$ cat src/rtl/nios2_mul_result_combine.sv
// Final adder stage of the CPU multiplier: folds four 16x16 partial products
// into the 64-bit product over a 2-stage enable-gated pipeline and selects the writeback word.
module nios2_mul_result_combine #(
    parameter int unsigned RESULT_W = 32,
    parameter bit          REG_OUT  = 1'b1
) (
    input  logic                clk,
    input  logic                reset_n,
    input  logic                M_en,
    input  logic                M_flush,
    input  logic                M_mul_valid,
    input  logic                M_mul_hi,
    input  logic                M_mul_src1_signed,
    input  logic                M_mul_src2_signed,
    input  logic [31:0]         M_mul_cell_p1,
    input  logic [31:0]         M_mul_cell_p2,
    input  logic [31:0]         M_mul_cell_p3,
    input  logic [31:0]         M_mul_cell_p4,
    output logic [RESULT_W-1:0] W_mul_result,
    output logic                W_mul_result_valid,
    output logic                W_mul_busy
);

    localparam int unsigned PP_W   = 32;
    localparam int unsigned MID_W  = PP_W + 2;
    localparam int unsigned PROD_W = 2 * PP_W;

    if (RESULT_W != 32) begin : g_bad_result_w
        $error("nios2_mul_result_combine: RESULT_W must be 32");
    end

    logic [MID_W-1:0]  w_p2_ext;
    logic [MID_W-1:0]  w_p3_ext;
    logic [MID_W-1:0]  w_mid;
    logic [PROD_W-1:0] w_mid_ext;
    logic [PROD_W-1:0] w_prod;
    logic [PP_W-1:0]   w_sel;

    logic [MID_W-1:0]  r_mid;
    logic [PROD_W-1:0] r_lo64;
    logic              r_hi1;
    logic              r_v1;

    // Cross terms: 33-bit sign/zero extension, then one more sign bit for the carry.
    assign w_p2_ext = {{2{M_mul_src2_signed & M_mul_cell_p2[PP_W-1]}}, M_mul_cell_p2};
    assign w_p3_ext = {{2{M_mul_src1_signed & M_mul_cell_p3[PP_W-1]}}, M_mul_cell_p3};
    assign w_mid    = w_p2_ext + w_p3_ext;

    // Stage 1: cross-term sum plus the outer products packed as one 64-bit word.
    always_ff @(posedge clk or negedge reset_n) begin
        if (!reset_n) begin
            r_mid  <= '0;
            r_lo64 <= '0;
            r_hi1  <= 1'b0;
            r_v1   <= 1'b0;
        end else begin
            if (M_en) begin
                r_mid  <= w_mid;
                r_lo64 <= {M_mul_cell_p4, M_mul_cell_p1};
                r_hi1  <= M_mul_hi;
            end
            if (M_flush) begin
                r_v1 <= 1'b0;
            end else if (M_en) begin
                r_v1 <= M_mul_valid;
            end
        end
    end

    assign w_mid_ext = {{(PROD_W - MID_W){r_mid[MID_W-1]}}, r_mid};
    assign w_prod    = r_lo64 + (w_mid_ext << 16);
    assign w_sel     = r_hi1 ? w_prod[PROD_W-1:PP_W] : w_prod[PP_W-1:0];

    if (REG_OUT) begin : g_reg_out
        logic [RESULT_W-1:0] r_result;
        logic                r_v2;

        // Stage 2: the result only loads for a live op, so it holds across bubbles.
        always_ff @(posedge clk or negedge reset_n) begin
            if (!reset_n) begin
                r_result <= '0;
                r_v2     <= 1'b0;
            end else begin
                if (M_en && r_v1 && !M_flush) begin
                    r_result <= RESULT_W'(w_sel);
                end
                if (M_flush) begin
                    r_v2 <= 1'b0;
                end else if (M_en) begin
                    r_v2 <= r_v1;
                end
            end
        end

        assign W_mul_result       = r_result;
        assign W_mul_result_valid = r_v2;
        assign W_mul_busy         = r_v1 | r_v2;
    end else begin : g_comb_out
        assign W_mul_result       = RESULT_W'(w_sel);
        assign W_mul_result_valid = r_v1;
        assign W_mul_busy         = r_v1;
    end

endmodule

$ cat config.mk
export PLATFORM = sky130hd
export DESIGN_NAME = nios2_mul_result_combine
export DESIGN_NICKNAME = d
export VERILOG_FILES = /design/src/rtl/nios2_mul_result_combine.sv
export SDC_FILE = /design/constraint.sdc
export NUM_CORES = 1
export LEC_CHECK = 0
export CAP_MARGIN = 15
export CELL_PAD_IN_SITES_DETAIL_PLACEMENT = 1
export CELL_PAD_IN_SITES_GLOBAL_PLACEMENT = 2
export CORE_ASPECT_RATIO = 1.1
export CORE_MARGIN = 2
export CORE_UTILIZATION = 33
export DETAILED_ROUTE_END_ITERATION = 16
export GPL_TIMING_DRIVEN = 0
export HOLD_SLACK_MARGIN = 0.12
export PLACE_DENSITY = 0.8
export SLEW_MARGIN = 20
export SYNTH_ARGS = -nofsm -noshare
export SYNTH_HDL_FRONTEND = slang
export SYNTH_SLANG_ARGS = --single-unit
$ cat constraint.sdc
create_clock -name clk -period 3.8 [get_ports clk]
set_clock_uncertainty 0.1 [all_clocks]
set_input_delay 0.38 -clock clk [delete_from_list [all_inputs] [get_ports clk]]
set_output_delay 0.38 -clock clk [all_outputs]
set_load 0.005 [all_outputs]
==> summary.md <==
| Metric | Value |
|---|---|
| Initial DRT Pass Iterations | 5 |
| Tcrit/Tclk final | 93.76% |
| Flops & latches, synth | 133 |
| Post-CTS Setup Inserts | 0 |
| Max-slew violations | 0 |
| Total negative setup slack | 0 ps |
| Crit start category | register |
| CTS tree | built |
| Cells after DPL | 1612 |
| I/O Pins | 170 |
| Slew headroom | 41.80% |
| H-tree depth | 4 |
| Post-route minimum period | 3563 ps |
| Vias | 8850 |
| Worst-margin pin slew | 873.0 ps |
| Grt total ovfl | 0 |
| Clock latency on the worst-skew pair | 430 ps |
| Reg2reg setup slack | 240 ps |
| Status | completed |
| Drt via density | 5.380 |
| Die span in x | 168.1 um |
| Hold crit path type | input port to async pin |
| Clk pin slew, worst setup/hold paths | 60 ps |
| Register area share after synthesis | 34.04% |
| Worst R2R Path Depth | 11 |
| Ys async rst share | 100.0% |
| Largest net degree at the start of global routing | 69 |
| Endpoint class of the critical path | register |
| Worst EP required | 4010 ps |
| Worst Setup EP | W_mul_result[29]$_DFFE_PN0P_ |
| Seq. cell area | 3329 um2 |
| Max_cap viols | 0 |
| Die footprint | 31020 um2 |
| Fillcell total | 3429 |
| GRT Util Overall | 21.16% |
| Worst Path Max Fanout | 8 |
| Multi-input gate area | 6127 um2 |
| Placer Congestion | 0.8946 |
| DR iter-0 viols | 437 |
| Ant. Diodes | 0 |
| Clock sink count | 133 |
| Main synth FF type | dfrtp_1 |
| Peak VDD IR | 341.8 uV |
| CTS Buffer Depth | 2 |
| Syn Inst Count | 1068 |
| Mapped Area | 9777 um2 |
| Row Count | 66 |
| Initial antenna violation count | 0 |
| # DRC | 0 |
| CORE AREA | 29400 um2 |
| FF-to-FF Start | r_mid[12]$_DFFE_PN0P_ |
| Vias in the first global route | 9418 |
| Final Hold Viols | 0 |
| Die height | 184.5 um |
| Num CTS Buffers | 17 |
| Initial Utilization | 33.26% |
| First-pass GRT wire length | 51070 um |
| Final Non-Filler Cells | 1645 |
| Share of cells above drive strength 1 | 11.01% |
| Post-DP HPWL | 25680 um |
| Synthesis-to-finish area growth | 28.88% |
| Wire per inst | 19.45 um |
| EDFF count, synth | 0 |
| Post-route ant nets | 0 |
| PortBufs | 169 |
| RSZ-0062 raised after global routing | no |
| Synth Net Count | 1286 |
| Reg2Reg Capture Point | W_mul_result[29]$_DFFE_PN0P_ |
| Setup-failing EPs final | 0 |
| Nets | 1476 |
| Synth warn | 0 |
| Syn Area/Cell | 9.154 um2 |
| Count of cell types in the netlist | 71 |
| Crit path kind | register to register |
| Peak Freq | 280.7 MHz |
| Static leakage | 5.400 nW |
| Worst Path Arrival | 3780 ps |
| Routed wire length | 32000 um |
| Root buf cell | clkbuf_16 |
| Crit path launch | r_mid[12]$_DFFE_PN0P_ |
| PD cells | 520.2 nW/um2 |
-- flip-flops by register name, summed over array words and instances (netlist names) --
| register | count |
|---|---|
| r_lo64 | 64 |
| r_mid | 34 |
| W_mul_result | 32 |
| W_mul_result_valid | 1 |
| r_hi1 | 1 |
| r_v1 | 1 |
-- power by group --
part	internal (W)	switching, W	leakage [nW]
clock	0.00106	0.000691	0.287
combinational	0.00130	0.00157	3.53
sequential	0.00171	0.000214	1.58
total	0.00408	0.00248	5.40
-- Yosys cell counts, drive strengths merged, types with 14 or more instances --
cell type | number | area share, %
dfrtp | 133 | 34
a21oi | 100 | 5.2
mux2 | 86 | 9.9
o21ai | 86 | 4.4
ha | 80 | 10
nand2 | 77 | 3.0
nor2 | 64 | 2.5
a21o | 44 | 3.4
clkbuf | 43 | 1.7
xnor2 | 38 | 3.4
inv | 31 | 1.2
nand3 | 23 | 1.2
nand4 | 19 | 1.2
nor3 | 16 | 0.82
xor2 | 16 | 1.4
o21bai | 14 | 1.1
-- routing by layer --
layer  vias to the layer above  wire length (um)  GRT usage, %
li1                       4320                 -             -
met1                      4317             14820         27.31
met2                       171             15460         36.94
met3                        42               884         2.319
met4                         0               835         7.241
met5                         -                 0             0
-- through the flow --
stage | hold slack [ps] | power (W) | utilization (%) | area (um2) | worst slack [ps]
CTS | 388.1 | 0.006590 | 42.84 | 12590 | 109.0
global route | 401.0 | 0.006984 | 42.86 | 12600 | 47.81
global placement | 373.4 | 0.004747 | 40.60 | 11940 | -3245
detailed placement | 258.4 | 0.004808 | 40.71 | 11970 | -42.98
finish | 370.4 | 0.006555 | 42.86 | 12600 | 237.2
floorplan | -15.59 | 0.003633 | - | 9777 | 901.8
-- timing repair --
item                                    4_1_cts  5_1_grt
hold buffers                                  1        0
hold endpoints to repair                     65        0
endpoints found under the setup margin        0        4
resized for setup                             0        2
-- worst min path at each step --
stage	cells after the start	slack, ps	end
3_5_place_dp	1	260	r_lo64[59]$_DFFE_PN0P_
5_1_grt	2	400	W_mul_result[21]$_DFFE_PN0P_
2_1_floorplan	0	-20	W_mul_result[0]$_DFFE_PN0P_
3_3_place_gp	2	370	W_mul_result[21]$_DFFE_PN0P_
6_report	2	370	r_lo64[59]$_DFFE_PN0P_
4_1_cts	2	390	W_mul_result[6]$_DFFE_PN0P_
-- worst max-delay path: stages, from the launching register on --
cell and delay, ps:
dfrtp_1 390, ha_1 290, buf_2 180, a21oi_1 320
o21ai_0 180, a41oi_1 250, a211o_1 220, nand3_1 220
a311oi_1 730, nor2_1 180, o41ai_1 290, o21ai_1 90
-- layout make-up --
type                       instances  share of cell area (%)
buffer                            53                   1.668
clock buffer                      19                   3.515
clock inverter                    13                   1.370
inverter                          31                  0.9234
multi-input combinational        851                   48.62
sequential                       133                   26.42
tap                              374                   3.714
timing repair buffer             171                   13.76
-- cell usage in the layout (no fill, tap or decap), types with 5 or more instances in the layout --
cell type / count
clkdlybuf4s50_1: 168
dfrtp_1: 132
a21oi_1: 99
mux2_2: 85
ha_1: 80
nand2_1: 77
nor2_1: 64
o21ai_0: 59
clkbuf_1: 44
a21o_1: 44
xnor2_1: 38
inv_1: 31
o21ai_1: 27
nand3_1: 23
nand4_1: 19
clkbuf_16: 17
nor3_1: 16
xor2_1: 16
o21bai_1: 14
nor2b_1: 13
or3_1: 13
mux2i_1: 13
o21a_1: 12
nand2b_1: 11
a31oi_1: 11
o211ai_1: 10
a211oi_1: 9
buf_2: 9
and3_1: 8
and2_1: 5
a22oi_1: 5
o31ai_1: 5
nor3b_1: 5
nand3b_1: 5
-- kinds of logic after synthesis --
kind of cell	Yosys count	share of synthesized area, %
and+or+nand+nor	276	13.89
DFF	133	34.04
AOI/OAI and AO/OA	340	21.97
xor gates and xnor gates	54	4.837
buffers and inverters	84	3.340
adders and majority gates	82	10.65
muxes	99	11.27
Note: power is estimated with default switching activity, not from simulation.
